<file path="src/rtl/daq_tdc_multi.sv">
// Multi-channel time-to-digital converter with per-channel delays, masked
// start/stop coincidence and a show-ahead event FIFO.
module daq_tdc_multi #(
  parameter int N_CH    = 4,
  parameter int CNT_W   = 16,
  parameter int DLY_W   = 16,
  parameter int FIFO_AW = 3
) (
  input  logic                    clk,
  input  logic                    rst,
  input  logic                    enable,
  input  logic [N_CH-1:0]         hit,
  input  logic [N_CH*DLY_W-1:0]   dly_size,
  input  logic [N_CH-1:0]         start_mask,
  input  logic [N_CH-1:0]         start_veto,
  input  logic [N_CH-1:0]         stop_mask,
  input  logic [CNT_W-1:0]        timeout,
  output logic                    evt_valid,
  input  logic                    evt_ready,
  output logic [CNT_W-1:0]        evt_time,
  output logic [N_CH-1:0]         evt_pattern,
  output logic                    evt_timeout,
  output logic [FIFO_AW:0]        fifo_count,
  output logic [15:0]             overflow_cnt
);

  localparam int DEPTH = 2**FIFO_AW;
  localparam int EW    = CNT_W + N_CH + 1;

  typedef enum logic [1:0] {
    S_IDLE = 2'd0,
    S_RUN  = 2'd1,
    S_PUSH = 2'd2
  } state_t;

  logic [N_CH-1:0]  sync1_r;
  logic [N_CH-1:0]  sync2_r;
  logic [N_CH-1:0]  sync3_r;
  logic [N_CH-1:0]  edge_r;
  logic [DLY_W-1:0] dcnt_r [N_CH];
  logic [N_CH-1:0]  busy_r;
  logic [N_CH-1:0]  d_s;
  logic             start_s;
  logic             stop_s;
  state_t           state_r;
  logic [CNT_W-1:0] cnt_r;
  logic [CNT_W-1:0] lat_time_r;
  logic [N_CH-1:0]  lat_pat_r;
  logic             lat_to_r;
  logic             push_s;
  logic             pop_s;
  logic             full_s;
  logic             wr_s;
  logic             drop_s;
  logic [EW-1:0]    mem_r [DEPTH];
  logic [FIFO_AW-1:0] wr_ptr_r;
  logic [FIFO_AW-1:0] rd_ptr_r;
  logic [FIFO_AW:0]   count_r;
  logic [15:0]        ovf_r;

  // Two-flop synchroniser followed by a registered rising-edge detector
  always_ff @(posedge clk or negedge rst) begin
    if (!rst) begin
      sync1_r <= '0;
      sync2_r <= '0;
      sync3_r <= '0;
      edge_r  <= '0;
    end else begin
      sync1_r <= hit;
      sync2_r <= sync1_r;
      sync3_r <= sync2_r;
      edge_r  <= sync2_r & ~sync3_r;
    end
  end

  // Per-channel delay countdown; edges seen while busy are dead time
  always_ff @(posedge clk or negedge rst) begin
    if (!rst) begin
      busy_r <= '0;
      for (int i = 0; i < N_CH; i++) dcnt_r[i] <= '0;
    end else begin
      for (int i = 0; i < N_CH; i++) begin
        if (!enable) begin
          busy_r[i] <= 1'b0;
        end else if (!busy_r[i]) begin
          if (edge_r[i]) begin
            busy_r[i] <= 1'b1;
            dcnt_r[i] <= (dly_size[i*DLY_W +: DLY_W] == DLY_W'(0)) ?
                         DLY_W'(1) : dly_size[i*DLY_W +: DLY_W];
          end
        end else if (dcnt_r[i] == DLY_W'(1)) begin
          busy_r[i] <= 1'b0;
        end else begin
          dcnt_r[i] <= dcnt_r[i] - DLY_W'(1);
        end
      end
    end
  end

  // Delayed pulses and coincidence decode
  always_comb begin
    d_s = '0;
    for (int i = 0; i < N_CH; i++) begin
      d_s[i] = busy_r[i] && (dcnt_r[i] == DLY_W'(1));
    end
    start_s = (start_mask != '0) && ((d_s & start_mask) == start_mask) &&
              ((d_s & start_veto) == '0);
    stop_s  = (stop_mask != '0) && ((d_s & stop_mask) == stop_mask);
  end

  // Measurement FSM: stop outranks timeout; starts outside IDLE are ignored
  always_ff @(posedge clk or negedge rst) begin
    if (!rst) begin
      state_r    <= S_IDLE;
      cnt_r      <= '0;
      lat_time_r <= '0;
      lat_pat_r  <= '0;
      lat_to_r   <= 1'b0;
    end else begin
      case (state_r)
        S_IDLE: begin
          if (enable && start_s) begin
            cnt_r   <= CNT_W'(1);
            state_r <= S_RUN;
          end
        end
        S_RUN: begin
          if (!enable) begin
            state_r <= S_IDLE;
          end else if (stop_s) begin
            lat_time_r <= cnt_r;
            lat_pat_r  <= d_s;
            lat_to_r   <= 1'b0;
            state_r    <= S_PUSH;
          end else if ((timeout != CNT_W'(0)) && (cnt_r == timeout)) begin
            lat_time_r <= timeout;
            lat_pat_r  <= '0;
            lat_to_r   <= 1'b1;
            state_r    <= S_PUSH;
          end else if (cnt_r != {CNT_W{1'b1}}) begin
            cnt_r <= cnt_r + CNT_W'(1);
          end
        end
        S_PUSH: begin
          state_r <= S_IDLE;
        end
        default: begin
          state_r <= S_IDLE;
        end
      endcase
    end
  end

  // FIFO handshake: a full FIFO still accepts a push when the head leaves
  always_comb begin
    push_s = (state_r == S_PUSH) && enable;
    pop_s  = (count_r != (FIFO_AW+1)'(0)) && evt_ready;
    full_s = (count_r == (FIFO_AW+1)'(DEPTH));
    wr_s   = push_s && (!full_s || pop_s);
    drop_s = push_s && !wr_s;
  end

  // FIFO storage, pointers, occupancy and saturating drop counter
  always_ff @(posedge clk or negedge rst) begin
    if (!rst) begin
      for (int i = 0; i < DEPTH; i++) mem_r[i] <= '0;
      wr_ptr_r <= '0;
      rd_ptr_r <= '0;
      count_r  <= '0;
      ovf_r    <= 16'd0;
    end else begin
      if (wr_s) begin
        mem_r[wr_ptr_r] <= {lat_time_r, lat_pat_r, lat_to_r};
        wr_ptr_r        <= wr_ptr_r + FIFO_AW'(1);
      end
      if (pop_s) begin
        rd_ptr_r <= rd_ptr_r + FIFO_AW'(1);
      end
      case ({wr_s, pop_s})
        2'b10:   count_r <= count_r + (FIFO_AW+1)'(1);
        2'b01:   count_r <= count_r - (FIFO_AW+1)'(1);
        default: count_r <= count_r;
      endcase
      if (drop_s && (ovf_r != 16'hFFFF)) begin
        ovf_r <= ovf_r + 16'd1;
      end
    end
  end

  assign evt_valid    = (count_r != (FIFO_AW+1)'(0));
  assign {evt_time, evt_pattern, evt_timeout} = mem_r[rd_ptr_r];
  assign fifo_count   = count_r;
  assign overflow_cnt = ovf_r;

endmodule

</file>
<file path="config.mk">
export PLATFORM = sky130hd
export DESIGN_NAME = daq_tdc_multi
export DESIGN_NICKNAME = d
export VERILOG_FILES = /design/src/rtl/daq_tdc_multi.sv
export SDC_FILE = /design/constraint.sdc
export NUM_CORES = 1
export LEC_CHECK = 0
export ABC_CLOCK_PERIOD_IN_PS = 4500
export BUFFER_PORTS_ARGS = -buffer_cell sky130_fd_sc_hd__buf_4
export CORE_MARGIN = 4
export CORE_UTILIZATION = 29
export DETAILED_ROUTE_END_ITERATION = 6
export HOLD_SLACK_MARGIN = 0.05
export PLACE_DENSITY = 0.42
export RECOVER_POWER = 100
export SYNTH_ARGS = -nofsm -noshare
export SYNTH_HDL_FRONTEND = slang
export SYNTH_SLANG_ARGS = --single-unit
export TNS_END_PERCENT = 50
</file>
<file path="constraint.sdc">
create_clock -name clk -period 4.5 [get_ports clk]
set_clock_uncertainty 0.1 [all_clocks]
set_input_delay 0.675 -clock clk [delete_from_list [all_inputs] [get_ports clk]]
set_output_delay 0.675 -clock clk [all_outputs]
set_load 0.1 [all_outputs]
</file>
==> results.cfg, run 1 <==
[outcome]
status = complete, but fails checks
failed_checks = capacitance limit, slew limit

[logic_synthesis]
synth_enable_flop_cells = 0
yosysWarningCount = 0
synth_area_um2 = 15700
synth.area.top_cells = sky130_fd_sc_hd__dfrtp_1 51%, sky130_fd_sc_hd__mux2_2 14%, sky130_fd_sc_hd__mux4_2 6.0%
async_reset_ff_share_pct = 100
largest_area_contributor_in_the_netlist = sky130_fd_sc_hd__dfrtp_1
post_synth_num_cell_types = 67
yosysSeqAreaShare_pct = 50.6
yosysMostFrequentCell = sky130_fd_sc_hd__dfrtp_1
ys_ff_latch = 317
ys.flop_type = sky130_fd_sc_hd__dfrtp_1
netlist.area_leader.share_pct = 50.6
synthCells = 1354
postSynthAreaPerCell_um2 = 11.6
netlist_top_cells_count = 317 x sky130_fd_sc_hd__dfrtp_1, 194 x sky130_fd_sc_hd__mux2_2, 105 x sky130_fd_sc_hd__nand2_1
synthesis.nets = 1469

[final_layout]
final_nets = 1602
filler_cell_count = 5276
final-instance-count-excl-fill = 2205
multi_input_area_um2 = 7320
seqCellArea_um2 = 7940
layout_cells_sized_above_1_pct = 29.3
area.growth.synth_to_final_pct = 18.7

[worst_setup_path]
kind_of_start_point_of_the_critical_path = flip-flop
crit_required_ns = 3.72
timing.critical_path.cells = buf_12 > mux4_2 > mux2_2 > clkbuf_2
reg2reg_from = busy_r[2]$_DFF_PN0_
worst_path_largest_cell_delay_ns = 0.84
cp_num_buf_inv = 2
worst_r2r_endpoint = lat_time_r[11]$_DFFE_PN0P_
crit_slowest_cell = sky130_fd_sc_hd__dfrtp_2
worstPathMaxFanout = 25
end_kind = primary output
critPathTopFamily = flip-flops
critical_path_arrival_ns = 2.95
register_to_register_setup_slack_ns = 0.91
worstSetupPathType = reg -> out
worstRegToRegCells = 8

[floorplanning]
dieArea_um2 = 57900
initial_utilization_pct = 29.6
fp-row-count = 84
die-width_um = 241
core_area_um2 = 53100
dieHeight_um = 241
num_io_pins = 142

[global_route]
groute.usage.overall_pct = 14.8
grt_overflow = 0
largest_net_degree_at_the_start_of_global_routing = 102
grt_pass1_wl_um = 67900
grt_antenna_before_repair = 6
grt_pass1_vias = 11600

[clocking]
clock-root-buffer = sky130_fd_sc_hd__clkbuf_16
h_tree_lvls = 2
worstSkewPairLatency_ns = 0.54
post_cts.resized_instances = 0
cts.path.max_buffers = 3
numClockSinks = 317
cts-buffers-inserted = 41
post_cts_setup_driven_buffer_insertion_count = 0
cts_tree = done
post_cts_hold_buffer_count = 0
cts.clk_slew.worst_paths_ns = 0.06

[sta]
worst_tran_pin_value_ns = 2.80
setup-tns-final_ns = 0
unrepaired_setup_endpoints_after_global_routing = no
timing.final.crit_period_ns = 3.72
slew_headroom_pct = -86.5
fmax_ghz = 0.269
timing.final.max_slew_violations = 189
finalCritPeriodShare_pct = 82.8
finalSetupViolations = 0
timing.final.hold_violations = 0
fin_hold_ws_ns = 0.152

[drt]
remaining_drc_errors = 0
detail-route-antenna-nets = 0
routedWlPerCell_um = 19.2
drtPass1Iterations = 4
vias_per_cell = 5.02
dr_vias = 11100
drtIter0Drc = 561
detail_route.wirelength_um = 42300

[power_and_ir_drop]
swShare_pct = 29.8
power_frac_seq_pct = 43.0
vdd_ir_drop_max_v = 0.000227
p_switching_w = 0.00235
share_clk_of_total_power_pct = 40.4
cellLeakagePower_nw = 8.34
power.density_nw_per_um2 = 423
pwr-share-comb_pct = 16.6
cellInternalPower_w = 0.00553

[place]
dpl.hpwl_um = 28200
place_congestion = 0.789
port_buffers = 141
placed_cells = 2132

[min_path]
timing.hold.worst.class = in -> reg
hold-path-cell-count = 1
whs_endpoint = sync1_r[1]$_DFF_PN0_
hold_path.startpoint = hit[1]

[run]
cap_violations = 5
cells in the final DEF, fill, tap and decap left out, types with 7 or more instances in the layout:
| cell | Yosys | final |
|---|---|---|
| sky130_fd_sc_hd__o22ai_1 | 21 | 21 |
| sky130_fd_sc_hd__nand4_1 | 21 | 21 |
| sky130_fd_sc_hd__mux4_2 | 42 | 42 |
| sky130_fd_sc_hd__clkbuf_2 | 0 | 21 |
| sky130_fd_sc_hd__ha_1 | 14 | 14 |
| sky130_fd_sc_hd__nor2_1 | 66 | 65 |
| sky130_fd_sc_hd__a31oi_1 | 10 | 11 |
| sky130_fd_sc_hd__xnor2_1 | 26 | 26 |
| sky130_fd_sc_hd__clkinv_2 | 0 | 8 |
| sky130_fd_sc_hd__o22a_1 | 15 | 15 |
| sky130_fd_sc_hd__clkbuf_1 | 53 | 43 |
| sky130_fd_sc_hd__nand3_1 | 28 | 28 |
| sky130_fd_sc_hd__a21oi_1 | 91 | 91 |
| sky130_fd_sc_hd__mux2i_1 | 20 | 20 |
| sky130_fd_sc_hd__clkbuf_8 | 0 | 14 |
| sky130_fd_sc_hd__or3_1 | 10 | 10 |
| sky130_fd_sc_hd__mux2_2 | 194 | 194 |
| sky130_fd_sc_hd__or4_1 | 7 | 7 |
| sky130_fd_sc_hd__nor4_1 | 35 | 35 |
| sky130_fd_sc_hd__nor2b_1 | 8 | 8 |
| sky130_fd_sc_hd__dfrtp_1 | 317 | 315 |
| sky130_fd_sc_hd__clkbuf_16 | 0 | 41 |
| sky130_fd_sc_hd__nor3_1 | 24 | 24 |
| sky130_fd_sc_hd__nand2b_1 | 12 | 12 |
| sky130_fd_sc_hd__o21a_1 | 8 | 8 |
| sky130_fd_sc_hd__o31ai_1 | 11 | 11 |
| sky130_fd_sc_hd__inv_1 | 28 | 28 |
| sky130_fd_sc_hd__a21o_1 | 9 | 9 |
| sky130_fd_sc_hd__buf_4 | 1 | 103 |
| sky130_fd_sc_hd__nand2_1 | 105 | 105 |
| sky130_fd_sc_hd__and3_1 | 8 | 8 |
| sky130_fd_sc_hd__o21ai_0 | 59 | 65 |
| sky130_fd_sc_hd__xor2_1 | 12 | 12 |
how the worst max path moves through the flow:
| stage | start | to | slack, ns | depth (start not counted) |
|---|---|---|---|---|
| 5_1_grt | rst | mem_r[14]$_DFFE_PN0P_ | 0.47 | 2 |
| 3_5_place_dp | enable | mem_r[113]$_DFFE_PN0P_ | 1.28 | 7 |
| 3_3_place_gp | enable | mem_r[111]$_DFFE_PN0P_ | 1.36 | 7 |
| 6_report | rd_ptr_r[0]$_DFFE_PN0P_ | evt_pattern[0] | 0.78 | 4 |
| 4_1_cts | rd_ptr_r[0]$_DFFE_PN0P_ | evt_time[2] | 0.80 | 4 |
| 2_1_floorplan | fifo_count[0]$_DFFE_PN0P_ | fifo_count[3]$_DFFE_PN0P_ | 0.99 | 9 |
kinds of logic (layout without fill, tap and decap cells):
kind of cell             after synthesis  in the layout  synth area share (%)
buffers and inverters                106            265                  2.69
AO/OA/AOI/OAI                        263            263                  10.2
multiplexers                         257            257                  21.3
AND/OR/NAND/NOR                      358            358                  11.9
XOR/XNOR                              38             38                  2.12
other                                  0              4                     0
flip-flops                           317            317                  50.6
adder cells (fa/ha/maj)               15             15                  1.24
registers in the layout (all words and copies together) (netlist names):
name and count:
cnt_r 16, lat_time_r 16, sync2_r 4, wr_ptr_r 3, rd_ptr_r 3, sync3_r 4, edge_r 4, sync1_r 4
lat_to_r 1, state_r 2, mem_r 168, overflow_cnt 16, busy_r 4, fifo_count 4, dcnt_r 64, lat_pat_r 4
worst reg2reg max path: cells and delay by family (launching register included):
family	cells	cell delay, ns
DFF	1	0.35
AOI/OAI and AO/OA	3	1.19
and+or+nand+nor	3	0.58
buffers and inverters	2	1.22
final cells by class:
type / count / share of cell area, %
Clock inverter: 9 / 0.376
Antenna cell: 4 / 0.0537
Tap cell: 688 / 4.62
Multi-Input combinational cell: 931 / 39.3
Timing Repair Buffer: 167 / 5.82
Clock buffer: 60 / 6.64
Inverter: 29 / 0.585
Sequential cell: 317 / 42.6
stage by stage:
stage / area [um^2] / utilization, % / setup slack (ns) / total power, W
after detailed placement: 17500 / 33.1 / 1.28 / 0.00480
final: 18600 / 35.1 / 0.776 / 0.00788
after global placement: 17500 / 33.1 / 1.36 / 0.00479
after CTS: 18900 / 35.5 / 0.799 / 0.00806
after global routing: 18600 / 35.1 / 0.466 / 0.00831
after floorplan: 15700 / - / 0.990 / 0.00428
power by group through the flow:
stage               combinational (W)  sequential (W)  clock [W]
finish                        0.00131         0.00339    0.00318
CTS                           0.00136         0.00339    0.00331
detailed placement            0.00136         0.00344          0
global route                  0.00145         0.00343    0.00343
global placement              0.00135         0.00344          0
floorplan                    0.000874         0.00341          0
routing by layer:
metal	track usage, %	routed length (um)
met5	0	40
met4	3.62	670
met3	3.14	1860
met2	23.5	19900
met1	20.8	19800
(Power assumes the default switching activity.)
==> inputs of run 2 (changes only) <==
--- a/config.mk
+++ b/config.mk
@@ -5,7 +5,8 @@
 export SDC_FILE = /design/constraint.sdc
 export NUM_CORES = 1
 export LEC_CHECK = 0
-export ABC_CLOCK_PERIOD_IN_PS = 4500
+export ABC_AREA = 1
+export ABC_CLOCK_PERIOD_IN_PS = 3700
 export BUFFER_PORTS_ARGS = -buffer_cell sky130_fd_sc_hd__buf_4
 export CORE_MARGIN = 4
 export CORE_UTILIZATION = 29
==> constraint.sdc (replaced) <==
create_clock -name clk -period 3.7 [get_ports clk]
set_clock_uncertainty 0.1 [all_clocks]
set_input_delay 0.555 -clock clk [delete_from_list [all_inputs] [get_ports clk]]
set_output_delay 0.555 -clock clk [all_outputs]
set_load 0.1 [all_outputs]
==> run 2 against run 1 <==
The flow still finishes with violations (capacitance limit, slew limit). Sequential power increased by 16%. Wire length increased by 16%. Register-to-register slack got worse by 0.42 ns. Via count increased by 27%. Cell count increased by 33%. Sequential share of layout area decreased by 1.1 points. Largest power group is now combinational logic.
==> results.cfg, run 2 <==
[logic_synthesis]
async_reset_ff_share_pct = 100
netlist.area_leader.share_pct = 49.4
synthCells = 2048
yosysSeqAreaShare_pct = 49.4
synth_enable_flop_cells = 0
synthesis.nets = 2163
synth.area.top_cells = sky130_fd_sc_hd__dfrtp_1 49%, sky130_fd_sc_hd__o21ai_0 11%, sky130_fd_sc_hd__nand2_1 10%
post_synth_num_cell_types = 45
yosysMostFrequentCell = sky130_fd_sc_hd__nand2_1
netlist_top_cells_count = 433 x sky130_fd_sc_hd__nand2_1, 359 x sky130_fd_sc_hd__o21ai_0, 317 x sky130_fd_sc_hd__dfrtp_1
postSynthAreaPerCell_um2 = 7.84
synth_area_um2 = 16100
largest_area_contributor_in_the_netlist = sky130_fd_sc_hd__dfrtp_1
yosysWarningCount = 0
ys.flop_type = sky130_fd_sc_hd__dfrtp_1
ys_ff_latch = 317

[sta]
fmax_ghz = 0.295
finalSetupViolations = 0
slew_headroom_pct = -2.82
layout_setup_ws_ns = 0.309
timing.final.max_slew_violations = 58
setup-tns-final_ns = 0
finalCritPeriodShare_pct = 91.6
timing.final.crit_period_ns = 3.39
worst_tran_pin_value_ns = 1.54
timing.final.hold_violations = 0
unrepaired_setup_endpoints_after_global_routing = no

[power_and_ir_drop]
power.density_nw_per_um2 = 669
cellLeakagePower_nw = 8.68
vdd_ir_drop_max_v = 0.000530

[final_layout]
layout_cells_sized_above_1_pct = 10.6
area.growth.synth_to_final_pct = 19.0
reg_top3 = mem_r (168), dcnt_r (64)
filler_cell_count = 5777
final_nets = 2278
multi_input_area_um2 = 7090
largest_register_ffs = 168
layout_commonest_cell = sky130_fd_sc_hd__nand2_1
core_utilization_of_the_finished_layout_pct = 35.2
max_flop_register = mem_r
seqCellArea_um2 = 7930
leading_cell_types_in_the_layout_fill_and_taps_excluded = 434 x sky130_fd_sc_hd__nand2_1, 371 x sky130_fd_sc_hd__o21ai_0, 316 x sky130_fd_sc_hd__dfrtp_1, 301 x sky130_fd_sc_hd__nor2_1, 148 x sky130_fd_sc_hd__inv_1

[run]
cap_violations = 1

[worst_setup_path]
start_point_of_the_critical_path = rd_ptr_r[0]$_DFFE_PN0P_
worstSetupPathType = reg -> out
worst_r2r_endpoint = dcnt_r[10]$_DFFE_PN0P_
kind_of_start_point_of_the_critical_path = flip-flop
crit_required_ns = 3.04
cp_num_buf_inv = 3
worst_path_largest_cell_delay_ns = 0.53
crit_slowest_cell = sky130_fd_sc_hd__clkbuf_2
cpMostUsedCell = sky130_fd_sc_hd__nor2_1
end_kind = primary output
reg2reg_from = busy_r[3]$_DFF_PN0_
critical_path_arrival_ns = 2.74
timing.critical_path.cells = inv_2 > buf_4 > nor2_1 > o22ai_1 > nor2_1 > a31oi_1 > clkbuf_2
worstRegToRegCells = 8
critPathTopFamily = buffers and inverters
cp-endpoint = evt_pattern[0]
worstPathMaxFanout = 29
register_to_register_setup_slack_ns = 0.49
cp.depth = 7

[drt]
routedWlPerCell_um = 16.6
detail_route.wirelength_um = 48900
drtPass1Iterations = 6
vias_per_cell = 4.78
drtIter0Drc = 964
remaining_drc_errors = 0
detail-route-antenna-nets = 0
dr_vias = 14100

[floorplanning]
num_io_pins = 142
initial_utilization_pct = 29.6
dieHeight_um = 243
die-width_um = 243
core_area_um2 = 54300
dieArea_um2 = 59200
fp-row-count = 85

[min_path]
timing.hold.worst.class = in -> reg

[place]
place_congestion = 0.814
place_worst_setup_slack_ns = 0.620
dpl.hpwl_um = 31900
port_buffers = 141

[clocking]
post_cts_hold_buffer_count = 5
post_cts_setup_driven_buffer_insertion_count = 0
cts-buffers-inserted = 41
cts_tree = done
h_tree_lvls = 2
cts.clk_slew.worst_paths_ns = 0.05
post_cts.resized_instances = 0
cts.path.max_buffers = 3
numClockSinks = 317
clock-root-buffer = sky130_fd_sc_hd__clkbuf_16
worstSkewPairLatency_ns = 0.56

[global_route]
grt_antenna_before_repair = 3
grt_pass1_vias = 14200
largest_net_degree_at_the_start_of_global_routing = 86
grt_pass1_wl_um = 79700
grt_overflow = 0
met3_usage_pct = 3.13
most_used_routing_layer_in_global_routing = met2
use_met2_pct = 26.9
groute.usage.overall_pct = 16.5
grt_util_met1_pct = 22.6

[outcome]
status = complete, but fails checks
failed_checks = capacitance limit, slew limit
run 2: cell count changes after synthesis, moves of 20 or more:
| cell | change |
|---|---|
| sky130_fd_sc_hd__nand3_1 | +21 |
| sky130_fd_sc_hd__clkbuf_1 | +29 |
| sky130_fd_sc_hd__nor2_1 | +231 |
| sky130_fd_sc_hd__o21ai_0 | +300 |
| sky130_fd_sc_hd__o22ai_1 | +21 |
| sky130_fd_sc_hd__mux2i_1 | -20 |
| sky130_fd_sc_hd__nand2_1 | +328 |
| sky130_fd_sc_hd__mux2_2 | -194 |
| sky130_fd_sc_hd__a21oi_1 | -44 |
| sky130_fd_sc_hd__xor2_1 | +36 |
| sky130_fd_sc_hd__inv_1 | +119 |
| sky130_fd_sc_hd__mux4_2 | -42 |
run 2: area by class of cell:
class / instances / area share [%]
antenna: 3 / 0.0393
clock buffer: 63 / 6.44
clock inverter: 13 / 0.897
inverter: 155 / 3.04
multi-input combinational: 1475 / 37.1
sequential: 317 / 41.5
tap: 739 / 4.84
timing repair buffer: 173 / 6.16
run 2: worst min-delay path: cells and delay by family:
kind,cells,cell delay (ns)
buffers and inverters,1,0.09
AOI/OAI and AO/OA,2,0.14
run 2: cells by family (layout without fill, tap and decap cells):
logic type | count (synthesis) | after routing | synth area share (%)
AOI/OAI and AO/OA | 510 | 510 | 16.8
adders and majority gates | 15 | 15 | 1.22
buffers and inverters | 256 | 404 | 6.33
xor gates and xnor gates | 55 | 55 | 3.00
DFF | 317 | 317 | 49.4
and+or+nand+nor | 895 | 895 | 23.2
other | 0 | 3 | 0
run 2: per-layer routing:
metal	vias up	part of all wire, %
li1	7036	-
met5	-	0
met2	231	46
met3	67	4.1
met4	0	2.1
met1	6720	48
run 2: report_power, final:
part | switching [W] | internal (W) | leakage [nW]
combinational | 0.00363 | 0.00107 | 3.82
clock | 0.00158 | 0.00257 | 0.690
sequential | 0.000227 | 0.00372 | 4.17
run 2: worst min path at each step:
| stage | startpoint | to | slack [ns] | cells past startpoint |
|---|---|---|---|---|
| 2_1_floorplan | rst | busy_r[0]$_DFF_PN0_ | 0.16 | 0 |
| 3_3_place_gp | sync1_r[2]$_DFF_PN0_ | sync2_r[2]$_DFF_PN0_ | 0.24 | 0 |
| 3_5_place_dp | sync1_r[2]$_DFF_PN0_ | sync2_r[2]$_DFF_PN0_ | 0.23 | 0 |
| 4_1_cts | dly_size[1] | dcnt_r[49]$_DFFE_PN0P_ | 0.11 | 3 |
| 5_1_grt | dly_size[49] | dcnt_r[1]$_DFFE_PN0P_ | 0.14 | 3 |
| 6_report | dly_size[49] | dcnt_r[1]$_DFFE_PN0P_ | 0.16 | 3 |
run 2: through the flow:
| step | area, um^2 | hold WS (ns) | std cells | total power [W] |
|---|---|---|---|---|
| after floorplan | 16100 | 0.159 | 2048 | 0.00750 |
| after global placement | 17900 | 0.236 | 2854 | 0.00890 |
| after detailed placement | 17900 | 0.235 | 2854 | 0.00890 |
| after CTS | 19300 | 0.114 | 2935 | 0.0132 |
| after global routing | 19100 | 0.144 | 2938 | 0.0136 |
| final | 19100 | 0.156 | 2938 | 0.0128 |
